**config.mk**
```make
export PLATFORM = sky130hd
export DESIGN_NAME = seq_shifter
export DESIGN_NICKNAME = d
export VERILOG_FILES = /design/src/rtl/seq_shift_pkg.sv /design/src/rtl/shift_step.sv /design/src/rtl/seq_shifter.sv
export SDC_FILE = /design/constraint.sdc
export NUM_CORES = 1
export LEC_CHECK = 0
export ABC_AREA = 1
export CAP_MARGIN = 15
export CORE_MARGIN = 3
export CORE_UTILIZATION = 60
export CTS_CLUSTER_DIAMETER = 50
export CTS_CLUSTER_SIZE = 20
export DETAILED_ROUTE_END_ITERATION = 7
export PLACE_DENSITY = 0.87
export RECOVER_POWER = 50
export SKIP_CTS_REPAIR_TIMING = 1
export SKIP_LAST_GASP = 1
export SYNTH_ARGS = -nofsm -noshare
export SYNTH_HDL_FRONTEND = slang
export SYNTH_SLANG_ARGS = --single-unit
```
**constraint.sdc**
```tcl
create_clock -name clk -period 6.1 [get_ports clk]
set_input_delay 0.915 -clock clk [delete_from_list [all_inputs] [get_ports clk]]
set_output_delay 0.915 -clock clk [all_outputs]
set_load 0.01 [all_outputs]
```
**src/rtl/seq_shift_pkg.sv**
```systemverilog
// Shared opcodes and FSM state encodings for the iterative shifter.
package seq_shift_pkg;

  localparam logic [1:0] OP_LSL = 2'b00;
  localparam logic [1:0] OP_LSR = 2'b01;
  localparam logic [1:0] OP_ASR = 2'b10;
  localparam logic [1:0] OP_ROL = 2'b11;

  typedef enum logic [1:0] {
    ST_IDLE  = 2'd0,
    ST_SHIFT = 2'd1,
    ST_DONE  = 2'd2
  } state_t;

endpackage

```
**src/rtl/shift_step.sv**
```systemverilog
// One combinational shift of 0..STEP bits; no state, zero latency, no backpressure.
module shift_step
  import seq_shift_pkg::*;
#(
  parameter int WIDTH = 16,
  parameter int STEP  = 4,
  parameter int K_W   = $clog2(STEP + 1)
) (
  input  logic [WIDTH-1:0] val,
  input  logic [K_W-1:0]   k,
  input  logic [1:0]       op,
  output logic [WIDTH-1:0] res,
  output logic             carry
);

  logic [WIDTH-1:0] hi_out;  // bit WIDTH-k lands in bit 0
  logic [WIDTH-1:0] lo_out;  // bit k-1 lands in bit 0

  always_comb begin
    res    = val;
    carry  = 1'b0;
    hi_out = val >> (WIDTH - int'(k));
    lo_out = val >> (int'(k) - 1);
    case (op)
      OP_LSL: res = val << k;
      OP_LSR: res = val >> k;
      OP_ASR: res = $unsigned($signed(val) >>> k);
      OP_ROL: res = (val << k) | (val >> (WIDTH - int'(k)));
      default: res = val;
    endcase
    if (k != '0) begin
      if (op == OP_LSL || op == OP_ROL) carry = hi_out[0];
      else                              carry = lo_out[0];
    end
  end

endmodule

```
**src/rtl/seq_shifter.sv**
```systemverilog
// Iterative LSL/LSR/ASR/ROL unit, up to STEP bits per clock; result ceil(shamt/STEP) edges after accept.
// Holds the result in DONE for as long as out_ready stays low; accepts nothing until it is taken.
module seq_shifter
  import seq_shift_pkg::*;
#(
  parameter int WIDTH   = 16,
  parameter int SHAMT_W = $clog2(WIDTH),
  parameter int STEP    = 4
) (
  input  logic               clk,
  input  logic               rst_n,
  input  logic               in_valid,
  output logic               in_ready,
  input  logic [WIDTH-1:0]   in_a,
  input  logic [SHAMT_W-1:0] in_shamt,
  input  logic [1:0]         in_op,
  output logic               out_valid,
  input  logic               out_ready,
  output logic [WIDTH-1:0]   out_r,
  output logic               out_carry,
  output logic               out_zero
);

  localparam int K_W = $clog2(STEP + 1);
  localparam logic [SHAMT_W-1:0] STEP_S    = SHAMT_W'(STEP);
  localparam logic [SHAMT_W-1:0] SHAMT_MAX = SHAMT_W'(WIDTH - 1);

  state_t             state_q, state_d;
  logic [WIDTH-1:0]   work_q;
  logic [SHAMT_W-1:0] rem_q;
  logic [1:0]         op_q;
  logic               carry_q;
  logic               zero_q;

  logic [SHAMT_W-1:0] shamt_c;
  logic [SHAMT_W-1:0] k_s;
  logic [SHAMT_W-1:0] rem_next;
  logic [WIDTH-1:0]   step_res;
  logic               step_carry;
  logic               load;
  logic               shift_en;

  // Out-of-range amounts saturate rather than wrap.
  assign shamt_c  = (in_shamt > SHAMT_MAX) ? SHAMT_MAX : in_shamt;
  assign k_s      = (rem_q < STEP_S) ? rem_q : STEP_S;
  assign rem_next = rem_q - k_s;

  shift_step #(
    .WIDTH (WIDTH),
    .STEP  (STEP),
    .K_W   (K_W)
  ) u_step (
    .val   (work_q),
    .k     (K_W'(k_s)),
    .op    (op_q),
    .res   (step_res),
    .carry (step_carry)
  );

  always_ff @(posedge clk or negedge rst_n) begin
    if (!rst_n) state_q <= ST_IDLE;
    else        state_q <= state_d;
  end

  always_comb begin
    state_d  = state_q;
    load     = 1'b0;
    shift_en = 1'b0;
    case (state_q)
      ST_IDLE: begin
        if (in_valid) begin
          load    = 1'b1;
          state_d = (shamt_c != '0) ? ST_SHIFT : ST_DONE;
        end
      end
      ST_SHIFT: begin
        shift_en = 1'b1;
        if (rem_next == '0) state_d = ST_DONE;
      end
      ST_DONE: begin
        if (out_ready) state_d = ST_IDLE;
      end
      default: state_d = ST_IDLE;
    endcase
  end

  // Zero flag is captured alongside the value so it never sees a combinational path.
  always_ff @(posedge clk or negedge rst_n) begin
    if (!rst_n) begin
      work_q  <= '0;
      rem_q   <= '0;
      op_q    <= OP_LSL;
      carry_q <= 1'b0;
      zero_q  <= 1'b0;
    end else if (load) begin
      work_q  <= in_a;
      rem_q   <= shamt_c;
      op_q    <= in_op;
      carry_q <= 1'b0;
      zero_q  <= (in_a == '0);
    end else if (shift_en) begin
      work_q  <= step_res;
      rem_q   <= rem_next;
      carry_q <= step_carry;
      zero_q  <= (step_res == '0);
    end
  end

  assign in_ready  = (state_q == ST_IDLE);
  assign out_valid = (state_q == ST_DONE);
  assign out_r     = work_q;
  assign out_carry = carry_q;
  assign out_zero  = zero_q;

endmodule

```
# Yosys cells after proc, flatten, opt, wreduce, memory -nomap -nowiden
# Index checks and enable logic that the tools add are counted.
[totals]
reg_bits = 26
out_inout_bits = 20
[classes]
bitwise = 1
n_eq_ne = 8
n_reduce_logical = 10
mux = 21
order_cmp = 2
shifts = 5
n_addsub = 3
[ops]
columns = ["operator", "n"]
rows = [
  ["16-bit case mux with 4 select lines", 1],
  ["16-bit logical NOT", 2],
  ["16-bit two-way mux", 2],
  ["16-bit by 32-bit >> shifter with 1-bit output", 1],
  ["16-bit by 32-bit >> shifter with 16-bit output", 1],
  ["4-bit two-way mux", 4],
  ["16-bit OR", 1],
  ["16-bit by 3-bit left shift with 16-bit output", 1],
  ["16-bit by 3-bit >> shifter with 16-bit output", 1],
  ["16-bit by 3-bit >>> shifter with 16-bit output", 1],
  ["1-bit two-way mux", 9],
  ["2-bit two-way mux", 4],
  ["2-bit equality test (second input constant)", 3],
  ["2-bit case mux with 3 select lines", 1],
  ["5-bit by 3-bit subtractor with 6-bit output (first input constant)", 1],
  ["2-bit by 1-bit equality test with 1-bit output (second input constant)", 2],
  ["4-bit > comparator (second input constant)", 1],
  ["2-bit logical NOT", 2],
  ["4-bit logical NOT", 1],
  ["4-bit by 3-bit < comparator with 1-bit output (second input constant)", 1],
  ["2-bit inequality test (second input constant)", 2],
  ["4-bit nonzero test", 1],
  ["3-bit by 1-bit subtractor with 4-bit output (second input constant)", 1],
  ["4-bit subtractor", 1],
  ["5 further kinds", 5],
]

# Longest topological paths before layout
[depth]
ltp_word = 9
mapped_depth = 19
mapped_depth_nobuf = 17

# Modules after synthesis
# A second synthesis with hierarchy kept.
[unflattened]
hier_cells = 596
hier_area_um2 = 3363.2
[modules_own_cells]
columns = ["mod", "seq_area_each_um2", "instances", "area_each_um2", "cells_per_inst"]
rows = [
  ["shift_step", 0.0, 1, 1936.9, 415],
  ["seq_shifter", 650.6, 1, 1426.4, 181],
]

# Least setup slack after synthesis
# Ideal clock, no wire load.
[synth_timing]
path_kind = "reg2reg"
from = "register rem_q[3]"
to = "register zero_q (netlist: out_zero)"
arrival_time_ns = 2.553
path_stages_with_launch = 18
setup_time_ns = 0.077
path_slack_ns = 3.470
cell_sequence = "dfrtp_1 -> nor2_8 -> buf_2 -> buf_2 -> ha_1 -> clkbuf_1 -> inv_1 -> buf_1 -> nand2_1 -> nand3_1 -> nand3_1 -> nand2_1 -> nand2_1 -> nor2_1 -> nand2_1 -> nor2_1 -> nand3_1 -> a21oi_1"
[synth_between]
elab_chain_cells = 9
[synth_lines]
columns = ["element", "line", "text"]
rows = [
  ["start: declaration", "seq_shifter.sv:30", "logic [SHAMT_W-1:0] rem_q;"],
  ["start signal: assignment", "seq_shifter.sv:97", "rem_q <= shamt_c;"],
  ["start signal: assignment", "seq_shifter.sv:103", "rem_q <= rem_next;"],
  ["4-bit by 3-bit < comparator with 1-bit output *", "seq_shifter.sv:45", "assign k_s = (rem_q < STEP_S) ? rem_q : STEP_S;"],
  ["4-bit two-way mux *", "seq_shifter.sv:45", ""],
  ["5-bit by 3-bit subtractor with 6-bit output", "shift_step.sv:28", "OP_ROL: res = (val << k) | (val >> (WIDTH - int'(k)));"],
  ["16-bit by 32-bit >> shifter with 16-bit output", "-", ""],
  ["16-bit OR", "shift_step.sv:28", ""],
  ["16-bit case mux with 4 select lines *", "shift_step.sv:24", "case (op)"],
  ["16-bit logical NOT *", "seq_shifter.sv:105", "zero_q <= (step_res == '0);"],
  ["1-bit two-way mux *", "seq_shifter.sv:101", "end else if (shift_en) begin"],
  ["1-bit two-way mux *", "seq_shifter.sv:95", "end else if (load) begin"],
  ["end signal: assignment", "seq_shifter.sv:100", "zero_q <= (in_a == '0);"],
  ["end signal: assignment", "seq_shifter.sv:105", ""],
  ["end: declaration", "seq_shifter.sv:33", "logic zero_q;"],
]
# Every way passes the cells marked *; elsewhere a longest branch is shown, timed or not. The select of a mux whose other input is x is not followed.
# A chain may end at the register's enable or synchronous reset.

# Worst setup path after layout
# Same ends and word-level chain as after synthesis.

==> summary.md <==
| Metric | Value |
|---|---|
| Outcome | finished, final reports clean |
| Sum of buffers and inverters on the critical path | 2 |
| Crit path DAT | 3.79 ns |
| Most used cell, CP | nor2_1 |
| Port bufs | 45 |
| Largest net degree at the start of global routing | 38 |
| Final Cycle Share | 58.9% |
| Worst skew pair latency | 0.27 ns |
| Net Count, Synth | 614 |
| Worst Path Max Fanout | 37 |
| Die width | 79.3 um |
| Initial antenna violation count | 0 |
| TritonCTS clock tree | done |
| Num rows | 26 |
| Synth top cells by count | nand2_1 (250), nand3_1 (71), inv_1 (64) |
| Pre-antenna DRT Iters | 6 |
| Post-layout nets | 641 |
| RR Endpoint | out_zero |
| Seq/Total Area, Yosys | 20.2% |
| H-tree depth | 1 |
| Hold_ws | 0.529 ns |
| Core area | 0.00514 sq mm |
| Routed Antenna Nets | 0 |
| Reg clk slew, reported paths | 0.09 ns |
| WL/cell | 17.9 um |
| Non-filler instance count after layout | 678 |
| Synth Area in Compound Gates | 14.7% |
| DPL Wire Length | 9.18 mm |
| Top cells by area, synth | nand2_1 (29%), dfrtp_1 (20%), nand3_1 (11%) |
| Crit start category | register |
| FF-to-FF path depth | 17 |
| Mux share of post-synthesis cell area | 0% |
| Synth Area in Simple Gates | 50.1% |
| Max_slew headroom | 22.8% |
| Synth top area share | 29.1% |
| Drt total wl | 12.1 mm |
| Root Buffer | clkbuf_8 |
| GRT Total Usage | 38.0% |
| Vias | 4,306 |
| Dominant cell type by area after synthesis | nand2_1 |
| Clock Path Buffers | 2 |
| Vias in the first global route | 3,792 |
| Hold Violations, Final | 0 |
| Yosys warnings | 0 |
| Mapped cell area | 0.00322 sq mm |
| Yosys cell types | 38 |
| Synth Flop Type | dfrtp_1 |
| Share of layout cells above drive strength 1 | 3.29% |
| Post-synth EDFFs | 0 |
| Initial core utilization | 62.7% |
| Worst setup path startpoint | rem_q[3] |
| Slew Limit Fails | 0 |
| Vias/cell | 6.35 |
| Placed Cells | 673 |
| Max Cap Violations | 0 |
| CP endpoint kind | register |
| Die Span Y | 79.3 um |
| Largest family of logic cells by synthesized area | simple AND/OR/NAND/NOR gates |
| CP Capture Point | out_zero |
| Final setup viols | 0 |
| Critical path depth | 17 |
| RSZ-0062 raised after global routing | false |
| Setup Skew | 0.00321 ns |
| Worst EP required | 6.30 ns |
| Top delay family on crit path | simple AND/OR/NAND/NOR gates |
| Post-synthesis async set-or-reset flop share | 100% |
| Syn avg cell area | 5.54 sq um |
| Min cycle time layout | 3.59 ns |
| IO Count | 46 |
| CTS buffer count | 3 |
| First-pass GRT wire length | 18.8 mm |
| DRC Markers | 0 |
| Slowest-stage cell, CP | ha_1 |
| Hold WC Path Type | register to register |
| R2r startpoint | rem_q[3] |
| Synth Area in Adders | 2.33% |
| Xor/xnor share of the synthesized area | 0.272% |
| Setup_tns | 0 ns |
| Area growth syn-to-layout | 14.4% |
| Crit path largest cell delay | 0.61 ns |
| Clock sink total | 26 |
| Synth Instances | 582 |
| Ant diodes | 0 |
| Fill cells | 478 |
| Routability cong. | 1.03 |
| Count leader, synth | nand2_1 |
| Max Fclk | 278 MHz |
| Setup CP Type | register to register |
| Crit path cell chain | nor2_8 -> nand2_4 -> nand2_2 -> inv_1 -> ha_1 -> inv_1 -> nand3_1 -> nor2_1 -> nor2_1 -> nor2_1 -> nor2_1 -> nand3_1 -> nor2_1 -> nand2_1 -> nor2_1 -> nand3_1 -> a21oi_1 |
| Die area | 0.00629 sq mm |
| Starting DRT DRC Count | 724 |
| R2r setup slk | 2.51 ns |
| Grt ovf | 0 |
| Post-synthesis register bit count | 26 |
| Actual slew at the worst max-slew pin | 1.16 ns |
worst register-to-register path, cell delays in order, from the launching register on:
cell and delay [ns]:
dfrtp_1 0.46, nor2_8 0.47, nand2_4 0.27, nand2_2 0.18, inv_1 0.06, ha_1 0.61
inv_1 0.36, nand3_1 0.21, nor2_1 0.05, nor2_1 0.10, nor2_1 0.05, nor2_1 0.16
nand3_1 0.09, nor2_1 0.12, nand2_1 0.06, nor2_1 0.09, nand3_1 0.07, a21oi_1 0.12
cells by family after synthesis:
| logic type | count (synthesis) |
|---|---|
| flops | 26 |
| fa+ha+maj | 6 |
| xor+xnor | 1 |
| buf+inv | 94 |
| compound gates | 72 |
| other cells | 1 |
| simple gates | 382 |
flip-flops by register name, summed over array words and instances (netlist names):
| register | flops |
|---|---|
| out_carry | 1 |
| rem_q | 4 |
| state_q | 2 |
| out_r | 16 |
| op_q | 2 |
| out_zero | 1 |
layout make-up:
cell class / count / area [sq um] / share of cell area (%)
Timing Repair Buffer: 46 / 454 / 12.3
Multi-Input combinational cell: 462 / 2180 / 59.0
Sequential cell: 26 / 651 / 17.7
Clock buffer: 4 / 55.1 / 1.49
Tap cell: 70 / 87.6 / 2.38
Inverter: 70 / 263 / 7.13
through the flow:
| step | setup WS [ns] | cell area, sq um | utilization [%] |
|---|---|---|---|
| finish | 2.51 | 3690 | 71.7 |
| global route | 2.20 | 3690 | 71.7 |
| CTS | 2.63 | 3680 | 71.6 |
| detailed placement | 2.60 | 3630 | 70.6 |
| global placement | 2.66 | 3630 | 70.6 |
| floorplan | 3.47 | 3220 | - |
metal layers:
layer,routed length [um],global-route usage [%],up-vias
met5,0,0,-
met4,437,13.7,0
met3,1510,5.33,51
met2,5400,60.9,355
met1,4780,51.9,1953
li1,-,-,1947
layout by cell type, fill, tap and decap left out:
cell type        count
nand2_4              3
o22ai_1              1
dlygate4sd3_1       11
clkdlybuf4s50_1     34
nor2_8               1
or4_1                1
a21boi_0             1
o21ai_0             13
nor3_1               2
o32ai_1              1
or2_2                2
nor2_4               1
clkbuf_8             4
conb_1               1
o221ai_1            14
dfrtp_1             26
o211ai_1            11
o311ai_0             1
ha_1                 6
inv_2                5
nand2_1            250
a22oi_1              1
a21oi_1             15
a31oi_1              1
clkbuf_1             1
o21ai_1              8
nand4_1              9
o41ai_1              1
inv_1               64
nand3_1             71
clkinv_1             1
nand2_2              4
nor4_1               1
nor2_1              37
o2111ai_1            3
xor2_1               1
o31ai_1              1
worst min-delay path by stage:
stage          startpoint   endpoint  slack (ns)  cells after the start
2_1_floorplan   out_carry  out_carry        0.52                      2
4_1_cts          out_r[1]   out_r[1]        0.54                      2
3_5_place_dp     out_r[1]   out_r[1]        0.51                      2
6_report         out_r[1]   out_r[1]        0.53                      2
5_1_grt          out_r[1]   out_r[1]        0.57                      2
3_3_place_gp    out_carry  out_carry        0.47                      2
Power is not shown: default switching activity piles up to over one toggle a cycle in this logic, so the estimate is an artifact.
